==> src/rtl/tx_byte_fifo.sv <==
`default_nettype none
// ============================================================================
//  Module      : tx_byte_fifo
//  Description : Byte FIFO between bridge_tx and uart_tx on the host response
//                path. First-word-fall-through with a registered output
//                stage, fill level, almost-full flag, high-water mark and a
//                saturating stall counter for bus debug.
//  Revision    : 1.0 - initial release
// ============================================================================
module tx_byte_fifo #(
   parameter int DEPTH     = 64,
   parameter int AFULL_LVL = 56
) (
   input  logic                       clk,
   input  logic                       rst,
   input  logic [7:0]                 data_i,
   input  logic                       valid_i,
   output logic                       ready_o,
   output logic [7:0]                 data_o,
   output logic                       valid_o,
   input  logic                       ready_i,
   output logic [$clog2(DEPTH):0]     count_o,
   output logic                       almost_full_o,
   output logic [$clog2(DEPTH):0]     hwm_o,
   output logic [15:0]                stall_cnt_o,
   input  logic                       clear_stats_i
);

   localparam int AW = $clog2(DEPTH);
   localparam int PW = AW + 1;
   localparam logic [PW-1:0] C_AFULL   = PW'(AFULL_LVL);
   localparam logic [15:0]   C_STL_MAX = 16'hFFFF;

   // Pointers carry one extra wrap bit so full and empty are distinguishable.
   logic [PW-1:0] wr_ptr_q, wr_ptr_d;
   logic [PW-1:0] rd_ptr_q, rd_ptr_d;
   logic [PW-1:0] hwm_q, hwm_d;
   logic [7:0]    data_q, data_d;
   logic          valid_q, valid_d;
   logic [15:0]   stall_q, stall_d;
   logic [7:0]    mem_q [DEPTH];

   logic          full_w;
   logic          push_w;
   logic          pop_w;
   logic [PW-1:0] count_w;
   logic [PW-1:0] count_next_w;

   // Status derived purely from registered pointers: no input-to-output paths.
   assign full_w        = (wr_ptr_q[AW] != rd_ptr_q[AW]) &&
                          (wr_ptr_q[AW-1:0] == rd_ptr_q[AW-1:0]);
   assign count_w       = wr_ptr_q - rd_ptr_q;
   assign ready_o       = !full_w;
   assign almost_full_o = (count_w >= C_AFULL);
   assign count_o       = count_w;
   assign hwm_o         = hwm_q;
   assign stall_cnt_o   = stall_q;
   assign data_o        = data_q;
   assign valid_o       = valid_q;

   // The output register always holds the oldest stored byte, so valid_q
   // tracks "count != 0" and a pop is simply valid & ready.
   assign push_w = valid_i && !full_w;
   assign pop_w  = valid_q && ready_i;

   // Next-state: pointers, output stage preload and debug statistics.
   always_comb begin
      wr_ptr_d     = wr_ptr_q + PW'(push_w);
      rd_ptr_d     = rd_ptr_q + PW'(pop_w);
      count_next_w = wr_ptr_d - rd_ptr_d;
      valid_d      = (count_next_w != '0);
      data_d       = data_q;
      if (valid_d) begin
         // The head entry may be the one being written on this very edge;
         // bypass it from data_i since the array has not been updated yet.
         if (rd_ptr_d == wr_ptr_q) begin
            data_d = data_i;
         end else begin
            data_d = mem_q[rd_ptr_d[AW-1:0]];
         end
      end

      hwm_d   = hwm_q;
      stall_d = stall_q;
      if (clear_stats_i) begin
         hwm_d   = count_w;
         stall_d = '0;
      end else begin
         if (count_next_w > hwm_q) begin
            hwm_d = count_next_w;
         end
         if (valid_i && full_w && (stall_q != C_STL_MAX)) begin
            stall_d = stall_q + 16'd1;
         end
      end
   end

   // Control and output-stage registers with asynchronous reset.
   always_ff @(posedge clk or posedge rst) begin
      if (rst) begin
         wr_ptr_q <= '0;
         rd_ptr_q <= '0;
         hwm_q    <= '0;
         data_q   <= '0;
         valid_q  <= 1'b0;
         stall_q  <= '0;
      end else begin
         wr_ptr_q <= wr_ptr_d;
         rd_ptr_q <= rd_ptr_d;
         hwm_q    <= hwm_d;
         data_q   <= data_d;
         valid_q  <= valid_d;
         stall_q  <= stall_d;
      end
   end

   // Storage array; contents are don't-care after reset since pointers clear.
   always_ff @(posedge clk) begin
      if (push_w) begin
         mem_q[wr_ptr_q[AW-1:0]] <= data_i;
      end
   end

endmodule
`default_nettype wire

==> config.mk <==
export PLATFORM = sky130hd
export DESIGN_NAME = tx_byte_fifo
export DESIGN_NICKNAME = d
export VERILOG_FILES = /design/src/rtl/tx_byte_fifo.sv
export SDC_FILE = /design/constraint.sdc
export NUM_CORES = 1
export LEC_CHECK = 0
export ABC_CLOCK_PERIOD_IN_PS = 4800
export CELL_PAD_IN_SITES_DETAIL_PLACEMENT = 2
export CELL_PAD_IN_SITES_GLOBAL_PLACEMENT = 2
export CORE_MARGIN = 8
export CORE_UTILIZATION = 43
export DETAILED_ROUTE_END_ITERATION = 8
export DONT_BUFFER_PORTS = 1
export PLACE_DENSITY_LB_ADDON = 0.1
export SYNTH_ARGS = -nofsm -noshare
export SYNTH_HDL_FRONTEND = slang
export SYNTH_SLANG_ARGS = --single-unit
==> constraint.sdc <==
create_clock -name clk -period 4.8 [get_ports clk]
set_input_delay 1.44 -clock clk [delete_from_list [all_inputs] [get_ports clk]]
set_output_delay 1.44 -clock clk [all_outputs]
set_load 0.005 [all_outputs]
==> results.toml <==
[critical_path]
slowest_delay_ns = 0.40
crit_chain = "inv_2 > ha_4 > nand2_4 > nor4_4 > buf_4 > inv_2 > and2_4 > ha_4 > inv_2 > ha_4 > inv_2 > fa_2 > a31o_4 > a21o_1 > a31o_2 > a21oi_2 > xor3_2 > ha_4 > nand4_1 > o21ai_2 > o22ai_4 > mux2_4 > nor2_2 > a21oi_1"
cp_max_fo = 3
worst-setup-path-type = "flip-flop to flip-flop"
endpoint_kind = "flip-flop"
slowest_stage = "fa_2"
start_kind = "flip-flop"
critPathArrivalTime_ns = 5.14
crit_required_ns = 5.30

[yosys]
syn_nets = 1446
ys.flop_type = "edfxtp_1"
ys_types = 55
yosysSeqAreaShare_pct = 71.8
avgSynthCellArea_um2 = 16.4
synthCells = 1406
ys_seq_elements = 558
syn_area_mm2 = 0.0230
synth_edf_count = 512
yosysWarnings = 0
synth-async-reset-ratio_pct = 8.24

[power_and_ir_drop]
power_density_mw_per_mm2 = 718
p_leak_uw = 0.00915
vdd_drop_max_v = 0.000463

[routing]
vias_per_cell = 5.81
drt-initial-drc-count = 855
ant_nets = 0
drc_errors = 0
dr.pass1.iters = 5
routed_wl_um = 66500
vias = 13100
wl_per_cell_um = 29.5

[flow_run]
drv_cap = 0

[layout]
syn_to_final_growth_pct = 15.4
seqCellArea_mm2 = 0.0165
multi_input_area_mm2 = 0.00629
insertedDiodeCount = 0
fillCellCount = 4879
utilization_pct = 49.8
fin_nets = 1558
layout-drive-gt1-share_pct = 20.5

[grt]
grt_overflow = 0
antenna_found_initial = 0
grt_pass1_wl_um = 99000
grt_max_degree = 70
grt_usage_pct = 22.0
grt_pass1_vias = 14600

[sta]
skew_ns = 0.0188
rsz0062_at_grt = "true"
timing.final.crit_share_pct = 96.6
slew_headroom_pct = 29.5
slew_violations = 0
worstMarginPinSlew_ns = 1.05
hold_viol = 0
fin_ws_ns = 0.163
period_minus_slack_ns = 4.64
final-setup-viol-count = 0
fmax_ghz = 0.216

[hold_path]
min_path_type = "flip-flop to flip-flop"

[floorplanning]
initial_utilization_pct = 43.1
die_h_um = 247
die_area_mm2 = 0.0612
core-area_mm2 = 0.0534
num_rows = 85
die_x_um = 247
pin_count = 54

[place]
routabilityCongestion = 0.825
dp_slack_ns = -0.269
place_hpwl_um = 42100
io_buffers = 0

[clock_network]
cts_sinks = 558
cts_buffers = 58
clk_pin_slew_ns = 0.06
insertion_delay_ns = 0.62
htree_levels = 2
cts_tree = "yes"
cts_root_buf = "clkbuf_16"
cts_buffer_depth = 3
hold_buffers = 0

[status]
status = "completed"
## state kept, by name, summed over array words and instances, names as in the netlist
signal       cells
mem_q          512
rd_ptr_q         7
stall_cnt_o     16
hwm_o            7
valid_o          1
wr_ptr_q         7
data_o           8
## worst paths after layout
path / slack (ns) / endpoint / cells after the start / start
setup / recovery: 0.16 / hwm_o[1]$_DFFE_PP0P_ / 24 / rd_ptr_q[5]$_DFF_PP0_
setup reg to reg: 0.16 / hwm_o[1]$_DFFE_PP0P_ / 24 / rd_ptr_q[5]$_DFF_PP0_
max in group asynchronous: 3.20 / valid_o$_DFF_PP0_ / 1 / rst
hold / removal: 0.53 / wr_ptr_q[6]$_DFF_PP0_ / 1 / wr_ptr_q[6]$_DFF_PP0_
min in group asynchronous: 0.95 / rd_ptr_q[2]$_DFF_PP0_ / 1 / rst
hold reg to reg: 0.53 / wr_ptr_q[6]$_DFF_PP0_ / 1 / wr_ptr_q[6]$_DFF_PP0_
## synth_stat cells, types with 9 or more instances
cell | instances | area share, %
xor2_1 | 19 | 0.72
a31oi_1 | 21 | 0.57
o211ai_1 | 9 | 0.29
nor2_1 | 113 | 1.8
buf_1 | 15 | 0.24
nor2b_1 | 13 | 0.35
nand3_1 | 59 | 1.3
nand2_1 | 87 | 1.4
xnor2_1 | 23 | 0.87
mux2i_1 | 103 | 4.5
clkbuf_1 | 49 | 0.80
mux4_2 | 76 | 7.4
ha_1 | 25 | 1.4
o22ai_1 | 20 | 0.54
nor3_1 | 19 | 0.41
a21oi_1 | 32 | 0.70
edfxtp_1 | 512 | 67
and3_1 | 9 | 0.24
dfrtp_1 | 46 | 5.0
o21ai_0 | 19 | 0.41
inv_1 | 32 | 0.52
## critical path: cells and delay by family, from the launching register on
family / cells / cell delay [ns]
adder cells (fa/ha/maj): 5 / 1.34
AO/OA/AOI/OAI: 7 / 1.12
AND/OR/NAND/NOR: 5 / 0.70
flip-flops: 1 / 0.36
buffers and inverters: 5 / 0.36
multiplexers: 1 / 0.32
XOR/XNOR: 1 / 0.31
## metal layers
layer / global-route usage, % / vias to the layer above / wire [um]
met5: 0 / - / 0
met4: 6.81 / 0 / 1860
met3: 3.36 / 96 / 3140
met2: 37.1 / 314 / 33100
met1: 29.2 / 7019 / 28400
li1: - / 5697 / -
## timing repair
action	in CTS	in global routing
setup endpoints to repair	7	7
setup buffers	0	5
resized for setup	2	21
pin swaps	3	12
## kinds of logic after synthesis
logic type,Yosys count,synth area share [%]
AOI/OAI and AO/OA,152,4.37
xor gates and xnor gates,44,1.82
adders and majority gates,27,1.53
buffers and inverters,108,1.89
DFF,558,71.8
muxes,181,12.0
and+or+nand+nor,336,6.60
## final cells by class
| type | count | share of cell area, % |
|---|---|---|
| sequential | 558 | 62.2 |
| clock buffer | 65 | 5.56 |
| tap | 696 | 3.28 |
| inverter | 35 | 0.513 |
| timing repair buffer | 125 | 3.72 |
| clock inverter | 40 | 1.12 |
| multi-input combinational | 740 | 23.6 |
## layout by cell type (no fill, tap or decap), types with 6 or more instances in the layout
master / Yosys / routed
a221oi_1: 7 / 7
nor3_1: 19 / 19
clkinv_2: 0 / 11
edfxtp_1: 512 / 512
a31oi_1: 21 / 21
mux2i_1: 103 / 103
ha_1: 25 / 16
o211ai_1: 9 / 9
a21oi_1: 32 / 31
dfrtp_1: 46 / 46
a32oi_1: 7 / 7
and3_1: 9 / 9
xor2_1: 19 / 17
a2111oi_0: 8 / 8
o22ai_1: 20 / 19
clkinv_1: 1 / 21
o21ai_0: 19 / 14
xnor2_1: 23 / 22
nor2_1: 113 / 112
nor2b_1: 13 / 13
a22oi_1: 6 / 6
ha_4: 0 / 9
inv_1: 32 / 25
nand4_1: 7 / 7
inv_2: 2 / 7
a22o_1: 6 / 6
nand3_1: 59 / 58
clkbuf_16: 0 / 58
clkbuf_1: 49 / 7
buf_4: 0 / 121
nand2_1: 87 / 86
mux4_2: 76 / 76
## power breakdown
group / switching (uW) / internal [uW] / total (uW) / leakage (uW)
logic: 5270 / 3790 / 9060 / 0.00310
clock network: 1900 / 2370 / 4270 / 0.000863
registers: 157 / 5610 / 5770 / 0.00518
total: 7330 / 11800 / 19100 / 0.00915
## through the flow
step	instances	total power [uW]	area, um^2	setup TNS, ns	hold WS (ns)
after floorplan	1406	11300	23200	-2.61	0.479
after global placement	2149	14400	24700	-0.999	0.505
after detailed placement	2149	14800	24700	-1.60	0.511
after CTS	2254	19100	26400	0	0.538
after global routing	2259	20000	26600	-0.0749	0.556
final	2259	19100	26600	0	0.534
(Power assumes the default switching activity.)
